**config.mk**
```make
export PLATFORM = sky130hd
export DESIGN_NAME = mult_div_unit
export DESIGN_NICKNAME = d
export VERILOG_FILES = /design/src/rtl/mult_div_unit.sv
export SDC_FILE = /design/constraint.sdc
export NUM_CORES = 1
export LEC_CHECK = 0
export CORE_ASPECT_RATIO = 0.6
export CORE_UTILIZATION = 45
export CTS_BUF_LIST = sky130_fd_sc_hd__clkbuf_16
export DETAILED_ROUTE_END_ITERATION = 10
export SETUP_SLACK_MARGIN = 0.3
export SYNTH_ARGS = -nofsm -noshare
export SYNTH_HDL_FRONTEND = slang
export SYNTH_SLANG_ARGS = --single-unit
export TNS_END_PERCENT = 50
```
**constraint.sdc**
```tcl
create_clock -name Clk -period 5.9 [get_ports Clk]
set_clock_uncertainty 0.2 [all_clocks]
set_input_delay 0.59 -clock Clk [delete_from_list [all_inputs] [get_ports Clk]]
set_output_delay 0.59 -clock Clk [all_outputs]
set_load 0.01 [all_outputs]
```
**src/rtl/mult_div_unit.sv**
```systemverilog
// Iterative multiply/divide unit: one bit per clock, HI/LO results.
// Optional MDU_EARLY_OUT_EN ends a multiply once the multiplier runs out.
module mult_div_unit #(
  parameter int WIDTH = 32,
  parameter int CNT_W = 5
) (
  input  logic             Clk,
  input  logic             Reset,
  input  logic             Start,
  input  logic [1:0]       Op,
  input  logic [WIDTH-1:0] A,
  input  logic [WIDTH-1:0] B,
  output logic             Busy,
  output logic             Done,
  output logic [WIDTH-1:0] HI,
  output logic [WIDTH-1:0] LO,
  output logic             DivByZero
);

  typedef enum logic [1:0] {
    IDLE,
    RUN,
    DONE
  } state_t;

  localparam logic [CNT_W-1:0] LAST = CNT_W'(WIDTH - 1);

  state_t             state;
  logic [CNT_W-1:0]   cnt;
  logic               is_div;
  logic               is_sgn;
  logic               a_neg;
  logic               b_neg;
  logic [WIDTH-1:0]   a_raw;
  logic [WIDTH-1:0]   mplier;
  logic [WIDTH-1:0]   quo;
  logic [WIDTH-1:0]   rem;
  logic [WIDTH-1:0]   dvsr;
  logic [2*WIDTH-1:0] acc;
  logic [2*WIDTH-1:0] mcand;

  logic               in_sgn;
  logic [WIDTH-1:0]   a_mag;
  logic [WIDTH-1:0]   b_mag;
  logic [2*WIDTH-1:0] acc_n;
  logic [2*WIDTH-1:0] mcand_n;
  logic [WIDTH-1:0]   mplier_n;
  logic [WIDTH:0]     rem_sh;
  logic               ge;
  logic [WIDTH-1:0]   rem_n;
  logic [WIDTH-1:0]   quo_n;
  logic               finish;
  logic [2*WIDTH-1:0] prod;
  logic [WIDTH-1:0]   q_fix;
  logic [WIDTH-1:0]   r_fix;
  logic               div0;

  // Operand magnitudes at accept; -2^(W-1) maps to unsigned 2^(W-1).
  always_comb begin
    in_sgn = ~Op[0];
    a_mag  = (in_sgn & A[WIDTH-1]) ? -A : A;
    b_mag  = (in_sgn & B[WIDTH-1]) ? -B : B;
  end

  // One shift-add step and one restoring-divide step, plus final sign fix.
  always_comb begin
    acc_n    = mplier[0] ? acc + mcand : acc;
    mcand_n  = mcand << 1;
    mplier_n = mplier >> 1;
    rem_sh   = {rem, quo[WIDTH-1]};
    ge       = rem_sh >= {1'b0, dvsr};
    rem_n    = ge ? WIDTH'(rem_sh - {1'b0, dvsr})
                  : rem_sh[WIDTH-1:0];
    quo_n    = {quo[WIDTH-2:0], ge};
`ifdef MDU_EARLY_OUT_EN
    finish   = (cnt == LAST) | (~is_div & (mplier_n == '0));
`else
    finish   = (cnt == LAST);
`endif
    prod     = (is_sgn & (a_neg ^ b_neg)) ? -acc_n : acc_n;
    q_fix    = (is_sgn & (a_neg ^ b_neg)) ? -quo_n : quo_n;
    r_fix    = (is_sgn & a_neg) ? -rem_n : rem_n;
    div0     = (dvsr == '0);
  end

  // Control FSM with registered handshake and result outputs.
  always_ff @(posedge Clk) begin
    if (Reset) begin
      state     <= IDLE;
      Busy      <= 1'b0;
      Done      <= 1'b0;
      DivByZero <= 1'b0;
      HI        <= '0;
      LO        <= '0;
      cnt       <= '0;
      is_div    <= 1'b0;
      is_sgn    <= 1'b0;
      a_neg     <= 1'b0;
      b_neg     <= 1'b0;
      a_raw     <= '0;
      mplier    <= '0;
      quo       <= '0;
      rem       <= '0;
      dvsr      <= '0;
      acc       <= '0;
      mcand     <= '0;
    end else begin
      Done <= 1'b0;
      unique case (state)
        IDLE, DONE: begin
          state <= IDLE;
          if (Start) begin
            state     <= RUN;
            Busy      <= 1'b1;
            DivByZero <= 1'b0;
            cnt       <= '0;
            is_div    <= Op[1];
            is_sgn    <= in_sgn;
            a_neg     <= in_sgn & A[WIDTH-1];
            b_neg     <= in_sgn & B[WIDTH-1];
            a_raw     <= A;
            acc       <= '0;
            mcand     <= {{WIDTH{1'b0}}, a_mag};
            mplier    <= b_mag;
            rem       <= '0;
            quo       <= a_mag;
            dvsr      <= b_mag;
          end
        end
        RUN: begin
          cnt    <= cnt + 1'b1;
          acc    <= acc_n;
          mcand  <= mcand_n;
          mplier <= mplier_n;
          rem    <= rem_n;
          quo    <= quo_n;
          if (finish) begin
            state <= DONE;
            Busy  <= 1'b0;
            Done  <= 1'b1;
            cnt   <= '0;
            if (is_div) begin
              HI        <= div0 ? a_raw : r_fix;
              LO        <= div0 ? '1 : q_fix;
              DivByZero <= div0;
            end else begin
              HI        <= prod[2*WIDTH-1:WIDTH];
              LO        <= prod[WIDTH-1:0];
              DivByZero <= 1'b0;
            end
          end
        end
        default: state <= IDLE;
      endcase
    end
  end

endmodule

```
==> metrics.log, run 1 <==
INFO  metric run_status = completed
INFO  metric final-max-slew-violation-count = 0
INFO  metric crit_path_top_delay_cell = a221oi_1
INFO  metric total_standard_cell_area_after_synthesis = 25,800 µm²
INFO  metric post_drt_via_cell_ratio = 6.42
INFO  metric grt_start_max_net_pins = 189
INFO  metric power.density_cell_area = 331 nW/µm²
INFO  metric critPathRequiredTime = 6.22 ns
INFO  metric clockBufferDepth = 3
INFO  metric drtPass1Iterations = 8
INFO  metric post-synth-top-area-fraction = 0.284
INFO  metric post_synth_main_area_contributors = dfxtp_1, a21oi_1, nand2_1, nor2_1, a22oi_1
INFO  metric gp_congestion = 1.01
INFO  metric rows = 67
INFO  metric clk-insertion-delay-late = 0.61 ns
INFO  metric report.power.total = 9550 µW
INFO  metric synth_edf_count = 0
INFO  metric clock_pin_slew_on_the_worst_setup_and_hold_paths = 0.07 ns
INFO  metric finish.cell_count_without_fillers = 4,289
INFO  metric layout_common_cells = a21oi_1, nand2_1, nor2_1
INFO  metric via_count = 27,500
INFO  metric drcViolationCount = 0
INFO  metric effective_utilization_at_floorplan = 0.459
INFO  metric postRouteAntennaNets = 0
INFO  metric htreeDepth = 2
INFO  metric post-route-period-util = 0.911
INFO  metric final.min_clock_period = 5.38 ns
INFO  metric path_class = flop to flop
INFO  metric grt_pass1_wl = 160,000 µm
INFO  metric tns = 0 ns
INFO  metric cp_data_arrival_time = 5.69 ns
INFO  metric synthArstFlopShare = 0
INFO  metric tritoncts.num_buffers = 41
INFO  metric yosys_warnings = 0
INFO  metric layout-area-overhead-vs-synth = 12.0%
INFO  metric fp.dieH = 187 µm
INFO  metric global_route.usage.total = 0.358
INFO  metric most_area_hungry_cell_type_in_the_yosys_netlist = dfxtp_1
INFO  metric synth_nets = 3,678
INFO  metric finalHoldViolations = 0
INFO  metric rsz0062_at_grt = no
INFO  metric die_x = 311 µm
INFO  metric ffs_latches_synth = 366
INFO  metric place_area = 27,500 µm²
INFO  metric clock_tree_sinks = 366
INFO  metric synth-main-ff-cell = dfxtp_1
INFO  metric multi_input_comb_area = 17,200 µm²
INFO  metric worst_setup_path_start_kind = flop
INFO  metric clockRootBuffer = clkbuf_16
INFO  metric worstMarginPinSlew = 1.31 ns
INFO  metric grt_antenna_before_repair = 3
INFO  metric power.leakage = 0.0109 µW
INFO  metric final_common_cell = a21oi_1
INFO  metric crit_chain = ha_1, inv_1, fa_1, a21o_1, a221oi_1, xnor2_1, a2111o_1, a2111oi_2, a41o_1, and2_1, nand3b_1, o21ai_0, xnor2_1, o221ai_1, o21ai_0
INFO  metric n_fill_cell = 5,511
INFO  metric total_of_max_cap_violations = 0
INFO  metric max-vdd-ir-drop = 0.285 mV
INFO  metric max_stage_delay = 0.69 ns
INFO  metric stdcell_area = 28,800 µm²
INFO  metric postRouteWirelength = 108,000 µm
INFO  metric finish.net_count = 3,669
INFO  metric peak_clock_frequency_supported_by_timing = 186 MHz
INFO  metric grt_pass1_vias = 24,600
INFO  metric fraction_of_layout_cells_with_a_size_suffix_above_1 = 0.0522
INFO  metric synthesis.instances = 3,505
INFO  metric crit_path_end_kind = flop
INFO  metric synth.distinct_cells = 110
INFO  metric fp.dieArea = 58,300 µm²
INFO  metric syn_area_per_cell = 7.35 µm²
INFO  metric place_hpwl = 82,400 µm
INFO  metric cts_setup_buffers = 0
INFO  metric max-slew-margin-rel = 0.123
INFO  metric numPortBuffers = 135
INFO  metric cts_hold_buf = 0
INFO  metric seq_area = 7330 µm²
INFO  metric tritoncts_clock_tree = done
INFO  metric synth_sequential_area_ratio = 0.284
INFO  metric grt_overflow_total = 0
INFO  metric final-setup-viol-count = 0
INFO  metric drt-initial-drc-count = 3,457
INFO  metric cts_resized = 0
INFO  metric timing.hold.worst.class = flop to flop
INFO  metric top_level_ports = 136
INFO  metric core_area = 56,200 µm²
INFO  metric dpl.cell_count = 4,212
INFO  metric route.detailed.wl_per_inst = 25.1 µm
INFO  metric worstPathMaxFanout = 5
[cells in the mapped netlist, types with 21 or more instances]
cell,n
o21ai_0,170
mux2i_1,26
nor3_1,81
nand2_1,460
inv_1,74
a21o_1,44
o221ai_1,26
xor2_1,101
o21ai_1,21
or3_1,37
nor2b_1,24
a22oi_1,188
a31oi_1,42
ha_1,102
a211oi_1,32
o21a_1,22
a21oi_1,461
clkbuf_1,197
o211ai_1,27
nand3_1,41
nor4_1,32
nand2b_1,23
nor2_1,389
nand4_1,49
o31ai_1,25
dfxtp_1,366
xnor2_1,117
[worst max-delay path, delay by kind of cell, from the launching register on]
family                   cells  cell delay [ns]
XOR/XNOR                     2             0.44
flip-flops                   1             0.43
AND/OR/NAND/NOR              2             0.48
buffers and inverters        1             0.06
adder cells (fa/ha/maj)      2             0.63
AO/OA/AOI/OAI                8             3.04
[path summary, 6_finish.rpt]
path         slack (ns)             endpoint  cells after the start                 start
min reg2reg        0.25  LO[16]$_SDFFE_PP0P_                      2   LO[16]$_SDFFE_PP0P_
max                0.52  HI[25]$_SDFFE_PP0P_                     15  dvsr[0]$_SDFFE_PP0P_
min                0.25  LO[16]$_SDFFE_PP0P_                      2   LO[16]$_SDFFE_PP0P_
max reg2reg        0.52  HI[25]$_SDFFE_PP0P_                     15  dvsr[0]$_SDFFE_PP0P_
[power by group]
| part | switching [µW] | internal, µW |
|---|---|---|
| Clock | 1180 | 1450 |
| Sequential | 166 | 2600 |
| Combinational | 2790 | 1370 |
| Total | 4130 | 5420 |
[per-layer routing]
layer	vias up	track usage	routed length [µm]
li1	12800	-	-
met1	13200	0.571	52800
met2	1406	0.440	38900
met3	124	0.121	14100
met4	0	0.0790	2090
met5	-	0	0
[flip-flops by register name, summed over array words and instances, names as in the netlist]
name,flops
dvsr,32
Busy,1
is_sgn,1
Done,1
mcand,64
is_div,1
acc,64
cnt,5
quo,32
mplier,32
b_neg,1
HI,32
a_raw,32
LO,32
a_neg,1
state,2
rem,32
DivByZero,1
[through the flow]
step | hold slack, ns | util | setup WS [ns]
3_3_place_gp | 0.239 | 0.490 | 0.697
3_5_place_dp | 0.240 | 0.490 | 0.688
4_1_cts | 0.249 | 0.513 | 0.664
5_1_grt | 0.261 | 0.514 | 0.303
6_report | 0.252 | 0.514 | 0.524
2_1_floorplan | 0.232 | - | 1.11
[area by class of cell]
class                      count  share of cell area
antenna                        4            0.000347
inverter                      74             0.00963
multi-input combinational   2826               0.597
timing repair buffer         187              0.0614
clock inverter                32             0.00937
clock buffer                  41              0.0356
sequential                   366               0.254
tap                          759              0.0329
[cell families (layout without fill, tap and decap cells)]
kind of cell               after synthesis  in the layout  synth area share
other                                    0              4                 0
xor gates and xnor gates               218            218            0.0741
buffers and inverters                  313            334            0.0499
muxes                                   35             35            0.0140
DFF                                    366            366             0.284
adders and majority gates              104            104            0.0511
and+or+nand+nor                       1237           1237             0.219
AOI/OAI and AO/OA                     1232           1232             0.307
(Power assumes the default switching activity.)
==> inputs of run 2 (changes only) <==
--- a/config.mk
+++ b/config.mk
@@ -5,10 +5,12 @@
 export SDC_FILE = /design/constraint.sdc
 export NUM_CORES = 1
 export LEC_CHECK = 0
+export CAP_MARGIN = 20
 export CORE_ASPECT_RATIO = 0.6
 export CORE_UTILIZATION = 45
 export CTS_BUF_LIST = sky130_fd_sc_hd__clkbuf_16
 export DETAILED_ROUTE_END_ITERATION = 10
+export GPL_TIMING_DRIVEN = 1
 export SETUP_SLACK_MARGIN = 0.3
 export SYNTH_ARGS = -nofsm -noshare
 export SYNTH_HDL_FRONTEND = slang
==> metrics.log, run 2 (synthesized netlist as in run 1, its figures left out) <==
INFO  metric run_status = completed
INFO  metric top_level_ports = 136
INFO  metric total_of_max_cap_violations = 0
INFO  metric fraction_of_layout_cells_with_a_size_suffix_above_1 = 0.0533
INFO  metric effective_utilization_at_floorplan = 0.459
INFO  metric worstMarginPinSlew = 1.24 ns
INFO  metric finish.net_count = 3,672
INFO  metric crit_chain = ha_1, nand4_1, nor2_1, a211oi_1, nor2_1, o311ai_0, nor3_1, o41a_1, or3_1, nor3_4, nor2_1, xnor2_1, o21ai_1, a22o_1
INFO  metric rows = 67
INFO  metric crit_path_end_kind = flop
INFO  metric power.density_cell_area = 332 nW/µm²
INFO  metric drt-initial-drc-count = 3,816
INFO  metric finalHoldViolations = 0
INFO  metric worst_hold_slack = 0.252 ns
INFO  metric postRouteAntennaNets = 0
INFO  metric grt_start_max_net_pins = 189
INFO  metric final-max-slew-violation-count = 0
INFO  metric final_common_cell = a21oi_1
INFO  metric core_area = 56,200 µm²
INFO  metric max-vdd-ir-drop = 0.266 mV
INFO  metric final-setup-viol-count = 0
INFO  metric via_count = 27,700
INFO  metric clock_tree_sinks = 366
INFO  metric gp_congestion = 1.01
INFO  metric post-route-period-util = 0.918
INFO  metric fp.dieH = 187 µm
INFO  metric rsz0062_at_grt = yes
INFO  metric route.detailed.wl_per_inst = 25.2 µm
INFO  metric grt_pass1_wl = 160,000 µm
INFO  metric clockBufferDepth = 3
INFO  metric htreeDepth = 2
INFO  metric fp.dieArea = 58,300 µm²
INFO  metric layout_common_cells = a21oi_1, nand2_1, nor2_1
INFO  metric place_hpwl = 82,500 µm
INFO  metric layout-area-overhead-vs-synth = 12.2%
INFO  metric grt_pass1_vias = 24,600
INFO  metric max_stage_delay = 0.70 ns
INFO  metric dpl.cell_count = 4,213
INFO  metric crit_top_cell = nor2_1
INFO  metric crit_path_top_delay_cell = a211oi_1
INFO  metric drcViolationCount = 0
INFO  metric post_drt_via_cell_ratio = 6.46
INFO  metric worstPathMaxFanout = 10
INFO  metric timing.hold.worst.class = flop to flop
INFO  metric die_x = 311 µm
INFO  metric grt_antenna_before_repair = 4
INFO  metric peak_clock_frequency_supported_by_timing = 185 MHz
INFO  metric drtPass1Iterations = 6
INFO  metric grt_overflow_total = 0
INFO  metric worst_setup_path_start_kind = flop
INFO  metric clockRootBuffer = clkbuf_16
INFO  metric tns = 0 ns
INFO  metric path_class = flop to flop
INFO  metric tritoncts_clock_tree = done
INFO  metric clk-insertion-delay-late = 0.60 ns
INFO  metric clock_pin_slew_on_the_worst_setup_and_hold_paths = 0.07 ns
INFO  metric power.leakage = 0.0109 µW
INFO  metric finish.cell_count_without_fillers = 4,293
INFO  metric numPortBuffers = 135
INFO  metric cp_data_arrival_time = 5.70 ns
INFO  metric tritoncts.num_buffers = 40
INFO  metric report.power.total = 9590 µW
INFO  metric max-slew-margin-rel = 0.169
INFO  metric final.min_clock_period = 5.41 ns
INFO  metric postRouteWirelength = 108,000 µm
INFO  metric cp_num_buf_inv = 0
INFO  metric global_route.usage.total = 0.359
INFO  metric layout_top_registers = acc (64), mcand (64)
INFO  metric critPathRequiredTime = 6.19 ns
INFO  metric crit_family = simple AND/OR/NAND/NOR gates
==> run 2: cell count changes in the layout (fill, tap and decap cells not counted), sizes merged <==
| cell | before | now |
|---|---|---|
| diode | 4 | 6 |
| bufinv | 4 | 5 |
| clkinvlp | 2 | 1 |
| clkinv | 20 | 12 |
| clkbuf | 41 | 43 |
| buf | 53 | 56 |
| inv | 80 | 85 |
==> run 2: worst paths after layout <==
kind / start / to / slack [ns] / cells after the start
min: LO[18]$_SDFFE_PP0P_ / LO[18]$_SDFFE_PP0P_ / 0.25 / 2
max: acc[29]$_SDFFE_PP0P_ / HI[21]$_SDFFE_PP0P_ / 0.49 / 14
max reg2reg: acc[29]$_SDFFE_PP0P_ / HI[21]$_SDFFE_PP0P_ / 0.49 / 14
min reg2reg: LO[18]$_SDFFE_PP0P_ / LO[18]$_SDFFE_PP0P_ / 0.25 / 2
==> run 2: report_power, final <==
| part | internal, µW | switching (µW) | leakage [µW] |
|---|---|---|---|
| clock | 1500 | 1150 | 0.000683 |
| sequential | 2600 | 167 | 0.00298 |
| combinational | 1380 | 2800 | 0.00726 |
==> run 2: tightest hold or removal path, stage by stage (launching register included) <==
cell and delay (ns):
dfxtp_1 0.31, nand2_1 0.05, a21oi_1 0.05
==> run 2: routing by layer <==
metal | wire [µm] | track usage | vias to the layer above
met3 | 13700 | 0.101 | 97
met5 | 0 | 0 | -
met2 | 39500 | 0.449 | 1453
met1 | 53300 | 0.582 | 13400
met4 | 1690 | 0.0684 | 0
li1 | - | - | 12800
==> run 2: cell type report <==
cell class / instances / area (µm²)
well taps: 759 / 950
multi-input cells: 2826 / 17200
clock buffers: 42 / 1050
repair buffers: 191 / 1810
fillers: 5599 / 27300
clock inverters: 29 / 263
inverters: 74 / 278
diodes: 6 / 15.0
flip-flops and latches: 366 / 7330
==> run 2: timing repair <==
item	CTS	global route
setup endpoints to repair	0	5
setup buffers	0	0
resized for setup	0	3
hold buffers	0	0
==> run 2: stage by stage <==
stage / setup slack (ns) / cell area, µm² / util
3_3_place_gp: 0.697 / 27500 / 0.490
2_1_floorplan: 1.11 / 25800 / -
3_5_place_dp: 0.665 / 27500 / 0.490
4_1_cts: 0.647 / 28900 / 0.514
5_1_grt: 0.268 / 28900 / 0.515
6_report: 0.486 / 28900 / 0.515
